[config.mk]
export PLATFORM = sky130hd
export DESIGN_NAME = wb_spi_master
export DESIGN_NICKNAME = d
export VERILOG_FILES = /design/src/rtl/wb_spi_master.sv
export SDC_FILE = /design/constraint.sdc
export NUM_CORES = 1
export LEC_CHECK = 0
export CORE_MARGIN = 2
export CORE_UTILIZATION = 38
export DETAILED_ROUTE_END_ITERATION = 10
export MAX_ROUTING_LAYER = met4
export PLACE_DENSITY_LB_ADDON = 0.3
export REMOVE_ABC_BUFFERS = 1
export SYNTH_ARGS = -nofsm -noshare
export SYNTH_HDL_FRONTEND = slang
export SYNTH_SLANG_ARGS = --single-unit
[constraint.sdc]
create_clock -name clock -period 2.6 [get_ports clock]
set_input_delay 0.52 -clock clock [delete_from_list [all_inputs] [get_ports clock]]
set_output_delay 0.52 -clock clock [all_outputs]
set_load 0.005 [all_outputs]
[src/rtl/wb_spi_master.sv]
// Wishbone classic slave driving an 8-bit SPI master with CPOL/CPHA modes, a clock divider and an RX holding register.
// Define SPI_RX_FIFO_EN to replace the RX holding register with a 4-entry RX FIFO.
module wb_spi_master #(
    parameter logic [15:0] DIV_RESET = 16'd3,
    parameter int          NUM_SS    = 2
) (
    input  logic              clock,
    input  logic              reset_n,
    input  logic [31:0]       wb_adr_i,
    input  logic [31:0]       wb_dat_i,
    input  logic [3:0]        wb_sel_i,
    input  logic              wb_we_i,
    input  logic              wb_cyc_i,
    input  logic              wb_stb_i,
    output logic [31:0]       wb_dat_o,
    output logic              wb_ack_o,
    output logic              spi_sck_o,
    output logic              spi_mosi_o,
    input  logic              spi_miso_i,
    output logic [NUM_SS-1:0] spi_ss_n_o,
    output logic              irq_o
);
    typedef enum logic [2:0] {IDLE, SETUP, SHIFT, HOLD, DONE} state_e;

    state_e      state_q, state_d;
    logic        ack_q;
    logic [7:0]  ctrl_q;
    logic [15:0] div_q, cnt_q;
    logic [3:0]  hp_q, sssel_q;
    logic [7:0]  tx_q, rx_q;
    logic        sck_q, mosi_q, cpha_q, overrun_q;
    logic        miso_s1_q, miso_s2_q;

    logic        req, acc, wr_en, rd_en, tx_wr, rd_rx, start, busy;
    logic        hp_end, sample_edge, done, rx_ovf, rx_valid;
    logic [2:0]  addr, rx_count;
    logic [7:0]  rx_head;
    logic [31:0] rdata;
    logic        unused_bits;

    assign unused_bits = ^{wb_adr_i[31:5], wb_adr_i[1:0], wb_dat_i[31:16], wb_sel_i[3:1]};

    assign addr        = wb_adr_i[4:2];
    assign req         = wb_cyc_i & wb_stb_i & ~ack_q;
    assign acc         = ack_q & wb_cyc_i & wb_stb_i;
    assign wr_en       = acc & wb_we_i & wb_sel_i[0];
    assign rd_en       = acc & ~wb_we_i;
    assign tx_wr       = wr_en & (addr == 3'd2);
    assign rd_rx       = rd_en & (addr == 3'd3);
    assign busy        = (state_q != IDLE);
    assign start       = tx_wr & ctrl_q[0] & ~busy;
    assign hp_end      = (cnt_q >= div_q);
    assign sample_edge = cpha_q ? hp_q[0] : ~hp_q[0];
    assign done        = (state_q == DONE);

    assign wb_ack_o   = ack_q;
    assign wb_dat_o   = ack_q ? rdata : 32'h0;
    assign spi_sck_o  = busy ? sck_q : ctrl_q[1];
    assign spi_mosi_o = mosi_q;
    assign irq_o      = rx_valid & ctrl_q[3];

    always_comb begin
        rdata = '0;
        case (addr)
            3'd0:    rdata = {24'b0, ctrl_q};
            3'd1:    rdata = {16'b0, div_q};
            3'd3:    rdata = {24'b0, rx_head};
            3'd4:    rdata = {26'b0, rx_count, overrun_q, rx_valid, busy};
            default: rdata = '0;
        endcase
    end

`ifdef SPI_RX_FIFO_EN
    logic [7:0] fifo_q [4];
    logic [1:0] rd_ptr_q, wr_ptr_q;
    logic [2:0] count_q;
    logic       push, pop;

    assign push     = done & (count_q != 3'd4);
    assign pop      = rd_rx & (count_q != 3'd0);
    assign rx_ovf   = done & (count_q == 3'd4);
    assign rx_valid = (count_q != 3'd0);
    assign rx_count = count_q;
    assign rx_head  = rx_valid ? fifo_q[rd_ptr_q] : 8'h00;

    always_ff @(posedge clock or negedge reset_n) begin
        if (!reset_n) begin
            for (int i = 0; i < 4; i++) fifo_q[i] <= '0;
            rd_ptr_q <= '0;
            wr_ptr_q <= '0;
            count_q  <= '0;
        end else begin
            if (push) begin
                fifo_q[wr_ptr_q] <= rx_q;
                wr_ptr_q         <= wr_ptr_q + 2'd1;
            end
            if (pop) rd_ptr_q <= rd_ptr_q + 2'd1;
            count_q <= count_q + 3'(push) - 3'(pop);
        end
    end
`else
    logic [7:0] rxdata_q;
    logic       rx_valid_q;

    // A byte landing in the same cycle as an RXDATA read replaces it cleanly, so no overrun then.
    assign rx_ovf   = done & rx_valid_q & ~rd_rx;
    assign rx_valid = rx_valid_q;
    assign rx_count = 3'd0;
    assign rx_head  = rxdata_q;

    always_ff @(posedge clock or negedge reset_n) begin
        if (!reset_n) begin
            rxdata_q   <= '0;
            rx_valid_q <= 1'b0;
        end else if (done) begin
            rxdata_q   <= rx_q;
            rx_valid_q <= 1'b1;
        end else if (rd_rx) begin
            rx_valid_q <= 1'b0;
        end
    end
`endif

    always_ff @(posedge clock or negedge reset_n) begin
        if (!reset_n) state_q <= IDLE;
        else          state_q <= state_d;
    end

    always_comb begin
        state_d    = state_q;
        spi_ss_n_o = '1;
        case (state_q)
            IDLE:    if (start) state_d = SETUP;
            SETUP:   if (hp_end) state_d = SHIFT;
            SHIFT:   if (hp_end && hp_q == 4'd15) state_d = HOLD;
            HOLD:    if (hp_end) state_d = DONE;
            DONE:    state_d = IDLE;
            default: state_d = IDLE;
        endcase
        if (busy && !ctrl_q[0]) state_d = IDLE;
        if (state_q == SETUP || state_q == SHIFT || state_q == HOLD) begin
            for (int i = 0; i < NUM_SS; i++) begin
                if (sssel_q == 4'(i)) spi_ss_n_o[i] = 1'b0;
            end
        end
    end

    // Mode and select are latched at start so CTRL writes mid-transfer only affect the next byte.
    always_ff @(posedge clock or negedge reset_n) begin
        if (!reset_n) begin
            ack_q     <= 1'b0;
            ctrl_q    <= '0;
            div_q     <= DIV_RESET;
            overrun_q <= 1'b0;
            cnt_q     <= '0;
            hp_q      <= '0;
            sssel_q   <= '0;
            tx_q      <= '0;
            rx_q      <= '0;
            sck_q     <= 1'b0;
            mosi_q    <= 1'b0;
            cpha_q    <= 1'b0;
            miso_s1_q <= 1'b0;
            miso_s2_q <= 1'b0;
        end else begin
            ack_q     <= req;
            miso_s1_q <= spi_miso_i;
            miso_s2_q <= miso_s1_q;
            if (wr_en && addr == 3'd0) ctrl_q <= wb_dat_i[7:0];
            if (wr_en && addr == 3'd1) div_q <= wb_dat_i[15:0];
            if (wr_en && addr == 3'd4 && wb_dat_i[2]) overrun_q <= 1'b0;
            if ((tx_wr && busy) || rx_ovf) overrun_q <= 1'b1;
            if (!busy) begin
                cnt_q  <= '0;
                hp_q   <= '0;
                sck_q  <= ctrl_q[1];
                mosi_q <= 1'b0;
                if (start) begin
                    cpha_q  <= ctrl_q[2];
                    sssel_q <= ctrl_q[7:4];
                    tx_q    <= ctrl_q[2] ? wb_dat_i[7:0] : {wb_dat_i[6:0], 1'b0};
                    mosi_q  <= ~ctrl_q[2] & wb_dat_i[7];
                end
            end else begin
                cnt_q <= hp_end ? 16'd0 : cnt_q + 16'd1;
                if (state_q == SHIFT && hp_end) begin
                    sck_q <= ~sck_q;
                    hp_q  <= hp_q + 4'd1;
                    if (sample_edge) begin
                        rx_q <= {rx_q[6:0], miso_s2_q};
                    end else begin
                        mosi_q <= tx_q[7];
                        tx_q   <= {tx_q[6:0], 1'b0};
                    end
                end
            end
        end
    end
endmodule

==> impl_metrics.tcl <==
set metrics [dict create \
    htreeDepth 3 \
    synth.area.top_cells "dfrtp_1 (45%), mux2_2 (6.7%), ha_1 (5.0%)" \
    n_antenna_cell 0 \
    cp.arrival_ns 2.01 \
    first_iter_violations 133 \
    total_power_mw 2.86 \
    critical_path_buf_inv_count 2 \
    fillCellCount 1068 \
    die_h_um 113 \
    finalHoldViolations 0 \
    grt_max_degree 49 \
    hold_buffers 0 \
    final_layout_size_suffix_gt1_share_pct 22.4 \
    violations "DRC" \
    period_minus_slack_ns 2.53 \
    rsz0062_at_grt "false" \
    finalSetupViolCount 0 \
    port_buffers 47 \
    die_area_um2 12800 \
    crit_slowest_cell "clkdlybuf4s50_1" \
    drc 3 \
    cp_max_fo 5 \
    end_kind "primary output" \
    grtUsageTotal_pct 16.3 \
    die_w_um 113 \
    cts_tree "done" \
    drv_cap 0 \
    synthToLayoutAreaGrowth_pct 25.3 \
    coreArea_um2 11500 \
    insertion_delay_ns 0.34 \
    io_pins 112 \
    relSlewSlack_pct 57.4 \
    postRouteAntennaNets 0 \
    synth-async-reset-ratio_pct 100 \
    synth_top_cell_area_share_pct 44.9 \
    drt_wl_total_um 9720 \
    syn_inst 433 \
    routedWlPerCell_um 14.8 \
    syn_area_um2 4520 \
    synth_edf_count 0 \
    regArea_um2 2080 \
    synth_top_area_cell "dfrtp_1" \
    tightest_slew_ns 0.639 \
    cellPowerDensity_nw_per_um2 506 \
    yosysUniqueCellTypes 54 \
    clock-skew-final_ns 0.00804 \
    ir_worst_vdd_mv 0.255 \
    rows 39 \
    viasPerCell 5.08 \
    routabilityCongestion 0.884 \
    status "complete, but fails checks" \
    cts.sinks 83 \
    multi_input_area_um2 2270 \
    vias 3337 \
    synth_ff_type "dfrtp_1" \
    yosysWarnings 0 \
    critPathKind "in -> out" \
    initial_core_util_pct 39.2 \
    grt_pass1_wl_um 16000 \
    place_inst 640 \
    crit_path_start_kind "input port" \
    grt_overflow_total 0 \
    drt-pass1-iter-count 7 \
    p_leak_nw 2.70 \
    max_stage_delay_ns 0.50 \
    num-nets-final 601 \
    path_cells "dlygate4sd2_1, nor2b_2, or3b_4, nor2_1, clkdlybuf4s50_1" \
    fmax_ghz 0.396 \
    post-route-period-util_pct 97.1 \
    numCtsBuffers 9 \
    drv_slew 0 \
    avgSynthCellArea_um2 10.4 \
    synth_seq_area_share_pct 46.0 \
    clock-root-buffer "clkbuf_16" \
    critPathTopFamily "buffers and inverters" \
    yosysMostFrequentCell "dfrtp_1" \
    antenna_found_initial 0 \
    ys_top_cells_by_count "dfrtp_1 (81), nand2_1 (54), nor2_1 (34)" \
    hold_path_class "in -> async" \
    clk_pin_slew_ns 0.06 \
    dp_hpwl_um 7300 \
    ys_ff_latch 83 \
    cts_max_path_buffers 2 \
    grt_pass1_vias 3368 \
    required_ns 2.08 \
    instances_no_fill 657 \
]
[final timing paths]
kind                             start          end  slack [ns]  cells after the start
max                        wb_adr_i[3]  wb_dat_o[6]        0.07                      5
min                            reset_n      tx_q[3]        0.21                      1
max reg2reg                  cnt_q[15]      tx_q[1]        0.15                      7
min reg2reg                  miso_s1_q    miso_s2_q        0.35                      0
max in group asynchronous      reset_n   rx_head[3]        1.78                      2
min in group clock           miso_s1_q    miso_s2_q        0.35                      0
[layout by cell type (no fill, tap or decap), types with 5 or more instances in the layout]
cell             synthesis  layout
clkbuf_16                0       9
inv_1                   19      19
nor2_1                  34      33
nand2_1                 54      54
o21ai_0                 28      28
nand3_1                 10      10
a31oi_1                  7       7
conb_1                   1      16
and3_1                   5       5
mux2_4                   8       8
xnor2_1                  5       5
dfrtp_1                 81      78
and2_1                  14      14
mux2_2                  27      27
ha_1                    18      18
mux2i_1                 19      19
clkdlybuf4s50_1          0      42
buf_4                   16      35
xor2_1                  11      11
a21oi_1                  7       7
[worst reg2reg max path, stage by stage, from the launching register on]
cell	delay [ns]
dfrtp_1	0.39
ha_1	0.34
nand4_2	0.15
nor3_4	0.16
or4b_4	0.53
and4_4	0.24
nor2_8	0.17
mux2_2	0.35
[metal layers]
| metal | vias up | GRT usage [%] | wire, um |
|---|---|---|---|
| li1 | 1627 | - | - |
| met1 | 1636 | 20.2 | 4340 |
| met2 | 54 | 26.7 | 4890 |
| met3 | 20 | 2.30 | 229 |
| met4 | 0 | 7.40 | 259 |
| met5 | - | - | 0 |
[stage by stage]
step / cell area, um2 / util [%] / hold WS, ns / setup TNS [ns] / setup slack [ns]
5_1_grt: 5660 / 49.2 / 0.257 / 0 / 0.0109
6_report: 5660 / 49.2 / 0.206 / 0 / 0.0746
2_1_floorplan: 4370 / - / 0.224 / -1.33 / -0.238
3_3_place_gp: 5290 / 46.0 / 0.338 / -4.08 / -0.265
3_5_place_dp: 5290 / 46.0 / 0.337 / -4.36 / -0.291
4_1_cts: 5630 / 48.9 / 0.241 / 0 / 0.0153
[final cells by class]
| cell class | instances | share of cell area, % |
|---|---|---|
| Inverter | 19 | 1.26 |
| Clock buffer | 12 | 4.53 |
| Tap cell | 143 | 3.16 |
| Sequential cell | 83 | 36.8 |
| Clock inverter | 4 | 0.862 |
| Timing Repair Buffer | 83 | 13.2 |
| Multi-Input combinational cell | 313 | 40.2 |
[report_power, final]
part / internal (mW) / total [mW] / switching, mW
clock network: 0.795 / 1.29 / 0.499
registers: 1.32 / 1.34 / 0.0190
logic: 0.106 / 0.228 / 0.121
total: 2.22 / 2.86 / 0.640
[sequential cells by signal, summed over array words and instances (netlist names)]
register / count
cnt_q: 16
div_q: 16
ctrl_q: 8
rx_head: 8
rx_q: 8
tx_q: 8
hp_q: 4
sssel_q: 4
state_q: 3
cpha_q: 1
miso_s1_q: 1
miso_s2_q: 1
overrun_q: 1
rx_valid: 1
sck_q: 1
spi_mosi_o: 1
wb_ack_o: 1
[cells by family after synthesis]
logic type	Yosys count	share of synthesized area, %
adder cells (fa/ha/maj)	18	4.98
multiplexers	55	13.8
buffers and inverters	52	6.20
XOR/XNOR	16	3.10
flip-flops	83	46.0
other	1	0.0830
AO/OA/AOI/OAI	58	8.03
AND/OR/NAND/NOR	150	17.7
[repair_timing]
action,CTS,global route
resized for setup,14,9
gates cloned,0,0
setup buffers,1,0
endpoints found under the hold margin,0,0
setup endpoints to repair,26,20
pin swaps,1,2
(Power assumes the default switching activity.)
